**src/rtl/sine_dac_pkg.sv**
```systemverilog
// Shared types and constants for the sine generator / PWM DAC pair.
// States, amplitude width and default dead time live here.
package sine_dac_pkg;

  localparam int AMP_WIDTH    = 10;
  localparam int DEADTIME_DEF = 2;

  typedef enum logic [1:0] {
    IDLE,
    RUN,
    DRAIN
  } state_t;

endpackage

```
**src/rtl/pwm_dac_out_if.sv**
```systemverilog
// Sample-in / PWM-out bundle between the sine source, the DAC stage
// and the SoC.
interface pwm_dac_out_if #(
  parameter int WIDTH = 10
);

  logic             en;
  logic [WIDTH-1:0] data_sin;
  logic             pwm_p;
  logic             pwm_n;
  logic [WIDTH-1:0] duty_q;
  logic             period_start;
  logic             busy;

  modport master (
    output en,
    output data_sin,
    input  pwm_p,
    input  pwm_n,
    input  duty_q,
    input  period_start,
    input  busy
  );

  modport slave (
    input  en,
    input  data_sin,
    output pwm_p,
    output pwm_n,
    output duty_q,
    output period_start,
    output busy
  );

endinterface

```
**src/rtl/pwm_deadtime_gen.sv**
```systemverilog
// Complementary PWM pair with per-output dead time; a rising edge
// waits DEADTIME cycles of steady request, so short pulses vanish.
module pwm_deadtime_gen #(
  parameter int DEADTIME = 2
) (
  input  logic clk,
  input  logic rst_n,
  input  logic active,
  input  logic raw,
  output logic pwm_p,
  output logic pwm_n
);

  localparam logic [3:0] DT = 4'(DEADTIME);

  logic       raw_n;
  logic [3:0] cnt_p;
  logic [3:0] cnt_n;

  assign raw_n = active & ~raw;

  always_ff @(posedge clk or negedge rst_n) begin
    if (!rst_n) begin
      cnt_p <= '0;
      cnt_n <= '0;
      pwm_p <= 1'b0;
      pwm_n <= 1'b0;
    end else begin
      if (!raw)            cnt_p <= '0;
      else if (cnt_p != DT) cnt_p <= cnt_p + 4'd1;
      if (!raw_n)          cnt_n <= '0;
      else if (cnt_n != DT) cnt_n <= cnt_n + 4'd1;
      pwm_p <= raw & (cnt_p == DT);
      pwm_n <= raw_n & (cnt_n == DT);
    end
  end

endmodule

```
**src/rtl/pwm_dac_out.sv**
```systemverilog
// PWM DAC stage: one sample per 2**WIDTH-cycle period, clean drain on stop.
// Define PWM_DEADTIME_EN for the complementary dead-time output pair.
module pwm_dac_out
  import sine_dac_pkg::*;
#(
  parameter int WIDTH    = AMP_WIDTH,
  parameter int DEADTIME = DEADTIME_DEF
) (
  input logic        clk,
  input logic        rst_n,
  pwm_dac_out_if.slave io
);

  if (DEADTIME < 1 || DEADTIME > 15) begin : g_bad_dt
    $error("DEADTIME out of range 1..15");
  end

  state_t           state;
  state_t           state_nx;
  logic [WIDTH-1:0] cnt;
  logic [WIDTH-1:0] duty_q;
  logic             period_start;
  logic             latch;
  logic             wrap;
  logic             busy;
  logic             raw;
  logic             pwm_p;
  logic             pwm_n;

  assign wrap = (cnt == '1);
  assign busy = (state != IDLE);
  assign raw  = busy && (cnt < duty_q);

  // A wrap with en low never latches; DRAIN runs the period out first.
  always_comb begin
    state_nx = state;
    latch    = 1'b0;
    unique case (state)
      IDLE: begin
        if (io.en) begin
          state_nx = RUN;
          latch    = 1'b1;
        end
      end
      RUN: begin
        if (!io.en)    state_nx = DRAIN;
        else if (wrap) latch    = 1'b1;
      end
      DRAIN: begin
        if (io.en) begin
          state_nx = RUN;
          latch    = wrap;
        end else if (wrap) begin
          state_nx = IDLE;
        end
      end
      default: state_nx = IDLE;
    endcase
  end

  always_ff @(posedge clk or negedge rst_n) begin
    if (!rst_n) begin
      state        <= IDLE;
      cnt          <= '0;
      duty_q       <= '0;
      period_start <= 1'b0;
    end else begin
      state        <= state_nx;
      cnt          <= busy ? cnt + 1'b1 : '0;
      period_start <= latch;
      if (latch) duty_q <= io.data_sin;
    end
  end

`ifdef PWM_DEADTIME_EN
  pwm_deadtime_gen #(
    .DEADTIME (DEADTIME)
  ) u_dt (
    .clk    (clk),
    .rst_n  (rst_n),
    .active (busy),
    .raw    (raw),
    .pwm_p  (pwm_p),
    .pwm_n  (pwm_n)
  );
`else
  always_ff @(posedge clk or negedge rst_n) begin
    if (!rst_n) pwm_p <= 1'b0;
    else        pwm_p <= raw;
  end
  assign pwm_n = 1'b0;
`endif

  assign io.pwm_p        = pwm_p;
  assign io.pwm_n        = pwm_n;
  assign io.duty_q       = duty_q;
  assign io.period_start = period_start;
  assign io.busy         = busy;

endmodule

```
**src/flat_wrapper.sv**
```systemverilog
// flat-port wrapper written by rule: the top's interface ports become plain ports
module pwm_dac_out_flat import sine_dac_pkg::*;
#(
  parameter int WIDTH    = AMP_WIDTH,
  parameter int DEADTIME = DEADTIME_DEF
)
  (clk, rst_n, io_en, io_data_sin, io_pwm_p, io_pwm_n, io_duty_q, io_period_start, io_busy);
  pwm_dac_out_if #(.WIDTH(WIDTH)) io_i ();
  input logic clk;
  input logic rst_n;
  input wire logic [$bits(io_i.en)-1:0] io_en;
  input wire logic [$bits(io_i.data_sin)-1:0] io_data_sin;
  output wire logic [$bits(io_i.pwm_p)-1:0] io_pwm_p;
  output wire logic [$bits(io_i.pwm_n)-1:0] io_pwm_n;
  output wire logic [$bits(io_i.duty_q)-1:0] io_duty_q;
  output wire logic [$bits(io_i.period_start)-1:0] io_period_start;
  output wire logic [$bits(io_i.busy)-1:0] io_busy;
  assign io_i.en = io_en;
  assign io_i.data_sin = io_data_sin;
  assign io_pwm_p = io_i.pwm_p;
  assign io_pwm_n = io_i.pwm_n;
  assign io_duty_q = io_i.duty_q;
  assign io_period_start = io_i.period_start;
  assign io_busy = io_i.busy;
  pwm_dac_out #(.WIDTH(WIDTH), .DEADTIME(DEADTIME)) u_core (.clk(clk), .rst_n(rst_n), .io(io_i));
endmodule
```
**config.mk**
```make
export PLATFORM = sky130hd
export DESIGN_NAME = pwm_dac_out_flat
export DESIGN_NICKNAME = d
export VERILOG_FILES = /design/src/rtl/sine_dac_pkg.sv /design/src/rtl/pwm_dac_out_if.sv /design/src/rtl/pwm_deadtime_gen.sv /design/src/rtl/pwm_dac_out.sv /design/src/flat_wrapper.sv
export SDC_FILE = /design/constraint.sdc
export NUM_CORES = 1
export LEC_CHECK = 0
export CELL_PAD_IN_SITES_DETAIL_PLACEMENT = 1
export CELL_PAD_IN_SITES_GLOBAL_PLACEMENT = 2
export CORE_AREA = 2 2 66 68
export CTS_CLUSTER_DIAMETER = 50
export DETAILED_ROUTE_END_ITERATION = 10
export DIE_AREA = 0 0 68 70
export GPL_TIMING_DRIVEN = 0
export PLACE_DENSITY = 0.84
export SYNTH_ARGS = -nofsm -noshare
export SYNTH_HDL_FRONTEND = slang
export SYNTH_HIERARCHICAL = 1
export SYNTH_SLANG_ARGS = --single-unit
```
**constraint.sdc**
```tcl
create_clock -name clk -period 4.5 [get_ports clk]
set_clock_uncertainty 0.2 [all_clocks]
set_input_delay 0.9 -clock clk [delete_from_list [all_inputs] [get_ports clk]]
set_output_delay 0.9 -clock clk [all_outputs]
set_load 0.02 [all_outputs]
```
==> results of run 1 <==
-- through the flow --
step                      std cells    util  power (mW)  instance area, um2
after floorplan                 120       -      0.6813                1365
after global placement          197  0.4055      0.8698                1680
after detailed placement        197  0.4055      0.8951                1680
after CTS                       201  0.4227       1.095                1752
after global routing            201  0.4227       1.152                1752
final                           201  0.4227       1.074                1752
-- worst max path at each step --
stage	from	endpoint	cells past startpoint
4_1_cts	u_core/state[1]$_DFFE_PN0P_	io_busy	5
3_3_place_gp	u_core/state[0]$_DFFE_PN0P_	io_busy	5
6_report	u_core/state[1]$_DFFE_PN0P_	io_busy	5
3_5_place_dp	u_core/state[1]$_DFFE_PN0P_	io_busy	5
5_1_grt	u_core/state[1]$_DFFE_PN0P_	io_busy	5
2_1_floorplan	u_core/state[0]$_DFFE_PN0P_	io_busy	4
-- per-layer routing --
metal / vias up / wire length, um
met3: 4 / 137
met5: - / 0
li1: 459 / -
met4: 0 / 22
met2: 21 / 1371
met1: 468 / 1275
-- worst max-delay path: cells and delay by family, from the launching register on --
family / cells / cell delay, ns
fa+ha+maj: 1 / 0.31
flops: 1 / 0.42
buf+inv: 4 / 1.16
-- cell usage in the layout, fill, tap and decap left out, types with 3 or more instances in the layout --
cell type,netlist,final
xor2_1,5,5
inv_1,13,13
a21o_1,3,3
nand2_1,4,4
clkdlybuf4s50_1,0,25
clkbuf_8,0,3
dfrtp_1,24,24
nor2_1,10,10
mux2_4,9,9
nand4_1,5,5
ha_1,15,15
a21oi_1,5,5
nor2b_1,3,3
-- flip-flops by register name, indices dropped and copies added (netlist names) --
register                cells
u_core/cnt                 10
u_core/io.duty_q           10
u_core/io.pwm_p             1
u_core/io.period_start      1
u_core/state                2
-- cell type report --
| type | instances | area (um2) | area share |
|---|---|---|---|
| multi-input cells | 80 | 684.4 | 0.3907 |
| flip-flops and latches | 24 | 600.6 | 0.3429 |
| repair buffers | 25 | 250.2 | 0.1429 |
| well taps | 52 | 65.06 | 0.03714 |
| inverters | 13 | 48.80 | 0.02786 |
| clock buffers | 3 | 41.29 | 0.02357 |
| plain buffers | 3 | 31.28 | 0.01786 |
| clock inverters | 1 | 30.03 | 0.01714 |
-- where the power goes --
part | switching, mW | internal (mW) | leakage, nW
clock network | 0.0714 | 0.119 | 0.0357
registers | 0.0607 | 0.289 | 0.305
logic | 0.258 | 0.276 | 0.496
-- logic make-up (layout without fill, tap and decap cells) --
kind of cell               Yosys count  count (layout)  synth area share
DFF                                 24              24            0.4400
AOI/OAI and AO/OA                   15              15           0.07149
xor gates and xnor gates             7               7           0.04491
and+or+nand+nor                     31              31            0.1292
muxes                               11              11            0.1155
buffers and inverters               16              45           0.05866
adders and majority gates           15              15            0.1375
other                                1               1          0.002747
==> impl_results.md, run 1 <==
- Vias in the first global route: 1021
- Max stage delay on crit path: 0.55 ns
- Pre-antenna DRT Iters: 3
- FP Rows: 24
- Mean post-synth cell area: roughly 11 um2
- Busiest layer in global routing: met2
- Post-synth top cells: dfrtp_1, ha_1, inv_1
- Later-pin clock latency in the skew report: approximately 0.27 ns
- Hold Path Class: reg -> reg
- Chip Height: about 70 um
- Crit-path cells: inv_1 > ha_1 > clkbuf_1 > inv_1 > clkdlybuf4s50_1
- CTS Sinks: 24
- Hold Fails Final Rpt: 0
- Peak supply drop: ~0.33 mV
- GR Util met1: 0.1619
- CTS tree: yes
- Largest net degree at the start of global routing: 25
- Pwr dens: ~610 nW/um2
- Pre-CTS setup slack: between 1.5 and 2 ns
- CTS root buf: clkbuf_8
- Post-CTS Setup Inserts: 0
- DR WL/cell: around 14 um
- Min Hold Slack: about 0.29 ns
- Core Box Area: 4144 um2
- Worst Hold Path EP: u_core/cnt[0]$_DFF_PN0_
- Critical path fanouts, max: 10
- Register area share after synthesis: 0.4400
- Post-synth net total: approximately 150
- IO Count: 27
- Port bufs: 25
- Ant diodes: 0
- Chip width: ~68 um
- Initial core utilization: 0.3294
- Global route overflow: 0
- Share of layout cells above drive strength 1: 0.1477
- Met2 usage: 0.2157
- Fin. max-slew vios: 0
- Worst Hold Depth: 1
- Clk slew on worst S/H paths: 0.09 ns
- Fin worst setup slack: 1.256 ns
- Max_cap viols: 0
- Worst endpoint required time: about 3.4 ns
- Post-DRT Antenna Nets: 0
- Die area: between 4000 and 5000 um2
- Gate Count Post-Synth: between 100 and 150
- Leakage power total: between 0.8 and 0.9 nW
- Post-synth EDFFs: 0
- Final setup TNS: 0 ns
- Ys Warns: 6
- First-pass GRT wire length: roughly 4700 um
- Async set or reset register ratio after synthesis: 1.000
- Data arrival time of the worst path: between 2 and 2.5 ns
- CP Launch Type: register
- Grt met3 use: 0.03382
- Post-synth cell types: 31
- Initial antenna violation count: 0
- Most used cell, CP: inv_1
- Final setup vio count: 0
- RSZ-0062 raised after global routing: no
- Max Fclk: 308.2 MHz
- Via density per instance: between 4 and 5
- Primary FF master, synth: dfrtp_1
- Setup CP Type: reg -> out
- Clk buf depth: 2
- FF-to-FF setup slack: about 2.5 ns
- Count leader, synth: dfrtp_1
- Worst-Margin Slew: 1.101 ns
- Area leader, netlist: dfrtp_1
- Slowest cell on the critical path: clkdlybuf4s50_1
- Gr usage total: 0.1280
- Drc violations: 0
- Reg2reg path depth: 7
- Area contributors post-synth: dfrtp_1, ha_1, mux2_4, inv_1, xor2_1
- Post-cts hold buffer count: 0
- Status: finished, final reports clean
- Syn-to-layout area delta: 28.32%
- Ratio of final minimum period to clock period: 0.7209
- Cts repair resizes: 0
- CTS H-tree lvls: 1
- Reg-to-Reg End: u_core/io.duty_q[3]$_DFFE_PN0P_
- Slew Limit Headroom: 0.2640
- Post-route minimum period: 3.244 ns
- Iter 0 DRT Violations: 22
- Via count: about 950
- RD Place Congestion: roughly 0.70
- Nets: between 150 and 200
- Dpl hpwl: ~2100 um
- WL final: approximately 2800 um
- Fillers: 459
- Register bit total from synthesis: 24
- Min-delay src: u_core/cnt[0]$_DFF_PN0_
- Post-Syn Area: 1365 um2
- Cts bufs inserted: 3
- Proportion of netlist area held by the largest area contributor: 0.4400
- CP Capture Type: output port
- R2r startpoint: u_core/state[0]$_DFFE_PN0P_
Note: power is estimated with default switching activity, not from simulation.
==> inputs of run 2 (changes only) <==
--- a/config.mk
+++ b/config.mk
@@ -7,12 +7,12 @@
 export LEC_CHECK = 0
 export CELL_PAD_IN_SITES_DETAIL_PLACEMENT = 1
 export CELL_PAD_IN_SITES_GLOBAL_PLACEMENT = 2
-export CORE_AREA = 2 2 66 68
+export CORE_AREA = 2 2 68 70
 export CTS_CLUSTER_DIAMETER = 50
 export DETAILED_ROUTE_END_ITERATION = 10
-export DIE_AREA = 0 0 68 70
+export DIE_AREA = 0 0 70 72
 export GPL_TIMING_DRIVEN = 0
-export PLACE_DENSITY = 0.84
+export PLACE_DENSITY = 0.8
 export SYNTH_ARGS = -nofsm -noshare
 export SYNTH_HDL_FRONTEND = slang
 export SYNTH_HIERARCHICAL = 1
==> constraint.sdc (replaced) <==
create_clock -name clk -period 3.3 [get_ports clk]
set_clock_uncertainty 0.2 [all_clocks]
set_input_delay 0.66 -clock clk [delete_from_list [all_inputs] [get_ports clk]]
set_output_delay 0.66 -clock clk [all_outputs]
set_load 0.02 [all_outputs]
==> impl_results.md, run 2 (same netlist as run 1, synthesis figures left out) <==
- Fin. max-slew vios: 0 (unchanged)
- Setup CP Type: reg -> out (unchanged)
- CP Launch Type: register (unchanged)
- Initial antenna violation count: 0 (unchanged)
- IO Count: 27 (unchanged)
- Data arrival time of the worst path: 2.19 ns (was 2.14 ns)
- Biggest regs: u_core/cnt (10), u_core/io.duty_q (10), u_core/state (2) (unchanged)
- Post-DRT Antenna Nets: 0 (unchanged)
- Min Hold Slack: 0.2927 ns (was 0.2860 ns)
- Die area: 5040 um2 (was 4760 um2)
- Clk slew on worst S/H paths: 0.09 ns (about the same)
- Core Box Area: 4264 um2 (was 4144 um2)
- CTS H-tree lvls: 1 (unchanged)
- Final Cell Area: 1722 um2 (was 1752 um2)
- RSZ-0062 raised after global routing: no (unchanged)
- Peak supply drop: 0.2514 mV (was 0.3317 mV)
- CTS root buf: clkbuf_8 (unchanged)
- Ant diodes: 0 (unchanged)
- Most used cell, CP: inv_1 (unchanged)
- Placed inst area: 1680 um2 (unchanged)
- Crit-path cells: inv_1 > ha_1 > clkbuf_1 > inv_1 > clkdlybuf4s50_1 (unchanged)
- Hold Fails Final Rpt: 0 (unchanged)
- Initial core utilization: 0.3201 (was 0.3294)
- CP Capture Type: output port (unchanged)
- Iter 0 DRT Violations: 46 (was 22)
- Cts bufs inserted: 3 (unchanged)
- Largest net degree at the start of global routing: 25 (unchanged)
- Via count: 962 (was 952)
- Port bufs: 25 (unchanged)
- CP Buf/Inv Count: 4 (unchanged)
- Ratio of final minimum period to clock period: 0.9228
- Dpl hpwl: 2346 um (was 2144 um)
- Commonest non-fill, non-tap cells in the layout: clkdlybuf4s50_1, dfrtp_1, ha_1 (unchanged)
- FF-to-FF setup slack: 1.22 ns (was 2.47 ns)
- Share of layout cells above drive strength 1: 0.1419 (was 0.1477)
- Post-layout util: 0.4038 (was 0.4227)
- First-pass GRT wire length: 5154 um (was 4678 um)
- Max Fclk: roughly 330 MHz
- Hold Path Class: reg -> reg (unchanged)
- Pre-antenna DRT Iters: 4 (was 3)
- Pre-CTS setup slack: 0.4924 ns (was 1.519 ns)
- Post-route minimum period: a little over 3 ns
- Total power: 1.381 mW (was 1.074 mW)
- Final setup TNS: 0 ns (unchanged)
- Placed insts: 197 (unchanged)
- Syn-to-layout area delta: 26.12% (was 28.32%)
- Gr usage total: 0.1310 (was 0.1280)
- Max_cap viols: 0 (unchanged)
- Top delay family on crit path: buffers and inverters (unchanged)
- Drc violations: 0 (unchanged)
- Worst-Margin Slew: 1.115 ns (was 1.101 ns)
- Cts repair resizes: 0 (unchanged)
- Status: finished, final reports clean (unchanged)
- Slowest cell on the critical path: clkdlybuf4s50_1 (unchanged)
- Commonest non-fill, non-tap cell in the layout: clkdlybuf4s50_1 (unchanged)
- Via density per instance: 4.810 (was 4.736)
- Slew Limit Headroom: 0.2540 (was 0.2640)
- Pwr dens: 801.9 nW/um2 (was 613.2 nW/um2)
- Nets: 178 (unchanged)
- Leakage power total: 0.8220 nW (was 0.8361 nW)
- Clk buf depth: 2 (unchanged)
- Global route overflow: 0 (unchanged)
- Later-pin clock latency in the skew report: 0.27 ns (about the same)
- DR WL/cell: 15.00 um (was 13.97 um)
- Worst endpoint required time: 2.44 ns (was 3.40 ns)
- CTS tree: yes (unchanged)
- Fin worst setup slack: 0.2546 ns (was 1.256 ns)
- Chip width: 70 um (was 68 um)
- Chip Height: 72 um (was 70 um)
- Max stage delay on crit path: 0.55 ns (about the same)
- Vias in the first global route: 1045 (was 1021)
- Critical path fanouts, max: 10 (unchanged)
- Post-cts hold buffer count: 0 (unchanged)
- WL final: 2999 um (was 2807 um)
- Non-filler instance count after layout: 200 (was 201)
- CTS Sinks: 24 (unchanged)
- FP Rows: 24 (unchanged)
- RD Place Congestion: 0.7632 (was 0.7018)
- Final setup vio count: 0 (unchanged)
- Post-CTS Setup Inserts: 0 (unchanged)
==> run 2: cell count changes in the layout (fill, tap and decap cells not counted) <==
cell,delta
bufinv_16,-1
==> run 2: final cells by class <==
cell class	instances	area (um2)
fill	492	2542
tap	52	65.06
inverter	13	48.80
timing repair buffer	25	250.2
clock buffer	3	41.29
sequential	24	600.6
buffer	3	31.28
multi-input combinational	80	684.4
==> run 2: where the power goes <==
group          switching (mW)  internal (mW)
Clock                  0.0950         0.0818
Combinational           0.349          0.375
Sequential             0.0857          0.394
Total                   0.530          0.851
==> run 2: path summary, 6_finish.rpt <==
path                       depth (start not counted)                               to                         from
max                                                5                          io_busy  u_core/state[1]$_DFFE_PN0P_
min                                                1          u_core/cnt[0]$_DFF_PN0_      u_core/cnt[0]$_DFF_PN0_
max reg2reg                                        7  u_core/io.duty_q[3]$_DFFE_PN0P_  u_core/state[0]$_DFFE_PN0P_
min reg2reg                                        1          u_core/cnt[0]$_DFF_PN0_      u_core/cnt[0]$_DFF_PN0_
max in group asynchronous                          1  u_core/io.duty_q[2]$_DFFE_PN0P_                        rst_n
min in group asynchronous                          1  u_core/io.duty_q[6]$_DFFE_PN0P_                        rst_n
==> run 2: per-layer routing <==
metal | part of all wire | global-route usage | wire length (um)
met4 | 0.0060 | 0.02564 | 18
met1 | 0.43 | 0.1621 | 1301
met2 | 0.51 | 0.2296 | 1535
met3 | 0.048 | 0.03889 | 144
met5 | 0 | 0 | 0
==> inputs of run 3 (changes only) <==
--- a/config.mk
+++ b/config.mk
@@ -12,6 +12,7 @@
 export DETAILED_ROUTE_END_ITERATION = 10
 export DIE_AREA = 0 0 70 72
 export GPL_TIMING_DRIVEN = 0
+export MAX_ROUTING_LAYER = met4
 export PLACE_DENSITY = 0.8
 export SYNTH_ARGS = -nofsm -noshare
 export SYNTH_HDL_FRONTEND = slang
==> impl_results.md, run 3 (same netlist as run 1, synthesis figures left out) <==
- Status: finished, final reports clean (unchanged)
- Core Box Area: 4264 um2 (unchanged)
- CTS tree: yes (unchanged)
- FF-to-FF setup slack: 1.22 ns (about the same)
- Commonest non-fill, non-tap cells in the layout: clkdlybuf4s50_1, dfrtp_1, ha_1 (unchanged)
- Peak supply drop: 0.2519 mV (was 0.2514 mV)
- WL final: 3001 um (was 2999 um)
- Gr usage total: 0.1350 (was 0.1310)
- Share of layout cells above drive strength 1: 0.1419 (unchanged)
- Later-pin clock latency in the skew report: 0.27 ns (about the same)
- Placed inst area: 1680 um2 (unchanged)
- First-pass GRT wire length: 5154 um (unchanged)
- Die area: 5040 um2 (unchanged)
- Chip Height: 72 um (unchanged)
- Cts bufs inserted: 3 (unchanged)
- Non-filler instance count after layout: 200 (unchanged)
- Reg2reg path depth: 7 (unchanged)
- CP Launch Type: register (unchanged)
- Biggest regs: u_core/cnt (10), u_core/io.duty_q (10), u_core/state (2) (unchanged)
- Largest net degree at the start of global routing: 25 (unchanged)
- Ant diodes: 0 (unchanged)
- Worst-Margin Slew: 1.116 ns (was 1.115 ns)
- Iter 0 DRT Violations: 47 (was 46)
- Fillers: 492 (unchanged)
- Reg-to-Reg End: u_core/io.duty_q[3]$_DFFE_PN0P_ (unchanged)
- Leakage power total: 0.8220 nW (unchanged)
- FF+latch area: 600.6 um2 (unchanged)
- CTS root buf: clkbuf_8 (unchanged)
- Initial antenna violation count: 0 (unchanged)
- FP Rows: 24 (unchanged)
- Hold Path Class: reg -> reg (unchanged)
- Most used cell, CP: inv_1 (unchanged)
- Max_cap viols: 0 (unchanged)
- CTS H-tree lvls: 1 (unchanged)
- Syn-to-layout area delta: 26.12% (unchanged)
- Fin worst setup slack: 0.2534 ns (was 0.2546 ns)
- Post-DRT Antenna Nets: 0 (unchanged)
- Worst Setup EP: io_busy (unchanged)
- Vias in the first global route: 1046 (was 1045)
- Nets: 178 (unchanged)
- Cts repair resizes: 0 (unchanged)
- Max stage delay on crit path: 0.55 ns (about the same)
- CP Capture Type: output port (unchanged)
- IO Count: 27 (unchanged)
- Final setup TNS: 0 ns (unchanged)
- RSZ-0062 raised after global routing: no (unchanged)
- Clk buf depth: 2 (unchanged)
- R2r startpoint: u_core/state[0]$_DFFE_PN0P_ (unchanged)
- Setup CP Type: reg -> out (unchanged)
- Final setup vio count: 0 (unchanged)
- Port bufs: 25 (unchanged)
- Hold Fails Final Rpt: 0 (unchanged)
- Post-CTS Setup Inserts: 0 (unchanged)
- DR WL/cell: 15.01 um (was 15.00 um)
- Slew Limit Headroom: 0.2539 (was 0.2540)
- Commonest non-fill, non-tap cell in the layout: clkdlybuf4s50_1 (unchanged)
- Final Cell Area: 1722 um2 (unchanged)
- CTS Sinks: 24 (unchanged)
- Worst Hold Depth: 1 (unchanged)
- Post-layout util: 0.4038 (unchanged)
- RD Place Congestion: 0.7733 (was 0.7632)
- Via density per instance: 4.810 (unchanged)
- Chip width: 70 um (unchanged)
- Data arrival time of the worst path: 2.19 ns (about the same)
- Placed insts: 197 (unchanged)
- Multi-input gate area: 684.4 um2 (unchanged)
- Via count: 962 (unchanged)
- Max Fclk: 328.2 MHz (was 328.4 MHz)
- Dpl hpwl: 2346 um (unchanged)
- Clk slew on worst S/H paths: 0.09 ns (about the same)
- Global route overflow: 0 (unchanged)
- Drc violations: 0 (unchanged)
- Pre-antenna DRT Iters: 4 (unchanged)
- Crit-path cells: inv_1 > ha_1 > clkbuf_1 > inv_1 > clkdlybuf4s50_1 (unchanged)
- Post-cts hold buffer count: 0 (unchanged)
- Ratio of final minimum period to clock period: 0.9232 (was 0.9228)
- Fin. max-slew vios: 0 (unchanged)
- Post-route minimum period: 3.047 ns (was 3.045 ns)
- Crit path from: u_core/state[1]$_DFFE_PN0P_ (unchanged)
- Pwr dens: 802.3 nW/um2 (was 801.9 nW/um2)
- Initial core utilization: 0.3201 (unchanged)
- Pre-CTS setup slack: 0.4924 ns (unchanged)
- Slowest cell on the critical path: clkdlybuf4s50_1 (unchanged)
- Critical path fanouts, max: 10 (unchanged)
- Worst endpoint required time: 2.44 ns (about the same)
[run 3: cell counts in the layout (fill, tap and decap cells not counted)]
No cell type changed its count.
[run 3: how the worst min path moves through the flow]
stage	startpoint	to	slack, ns
4_1_cts	u_core/cnt[0]$_DFF_PN0_	u_core/cnt[0]$_DFF_PN0_	0.30
3_5_place_dp	u_core/cnt[0]$_DFF_PN0_	u_core/cnt[0]$_DFF_PN0_	0.29
3_3_place_gp	u_core/cnt[0]$_DFF_PN0_	u_core/cnt[0]$_DFF_PN0_	0.25
2_1_floorplan	rst_n	u_core/cnt[0]$_DFF_PN0_	0.16
5_1_grt	u_core/cnt[0]$_DFF_PN0_	u_core/cnt[0]$_DFF_PN0_	0.34
6_report	u_core/cnt[0]$_DFF_PN0_	u_core/cnt[0]$_DFF_PN0_	0.29
[run 3: final cells by class]
class | count | share of cell area
clock buffers | 3 | 0.02398
flip-flops and latches | 24 | 0.3488
well taps | 52 | 0.03779
multi-input cells | 80 | 0.3975
repair buffers | 25 | 0.1453
inverters | 13 | 0.02834
plain buffers | 3 | 0.01817
[run 3: routing by layer]
layer	up-vias	GRT usage	part of all wire
li1	463	-	-
met4	0	0.02564	0.0063
met5	-	-	0
met2	20	0.2296	0.51
met3	4	0.03889	0.048
met1	475	0.1621	0.43
[run 3: worst max-delay path: cells and delay by family, from the launching register on]
kind / cells / cell delay [ns]
buf+inv: 4 / 1.19
fa+ha+maj: 1 / 0.31
flops: 1 / 0.42
[run 3: where the power goes]
part | internal, mW | switching, mW | leakage [nW]
logic | 0.375 | 0.349 | 0.496
clock network | 0.0818 | 0.0955 | 0.0216
registers | 0.394 | 0.0857 | 0.305
total | 0.851 | 0.531 | 0.822
[run 3: metrics by stage]
step           total power [mW]  hold WS, ns
2_1_floorplan            0.9290       0.1644
3_3_place_gp              1.184       0.2544
3_5_place_dp              1.224       0.2886
4_1_cts                   1.408       0.3020
5_1_grt                   1.495       0.3352
6_report                  1.381       0.2927
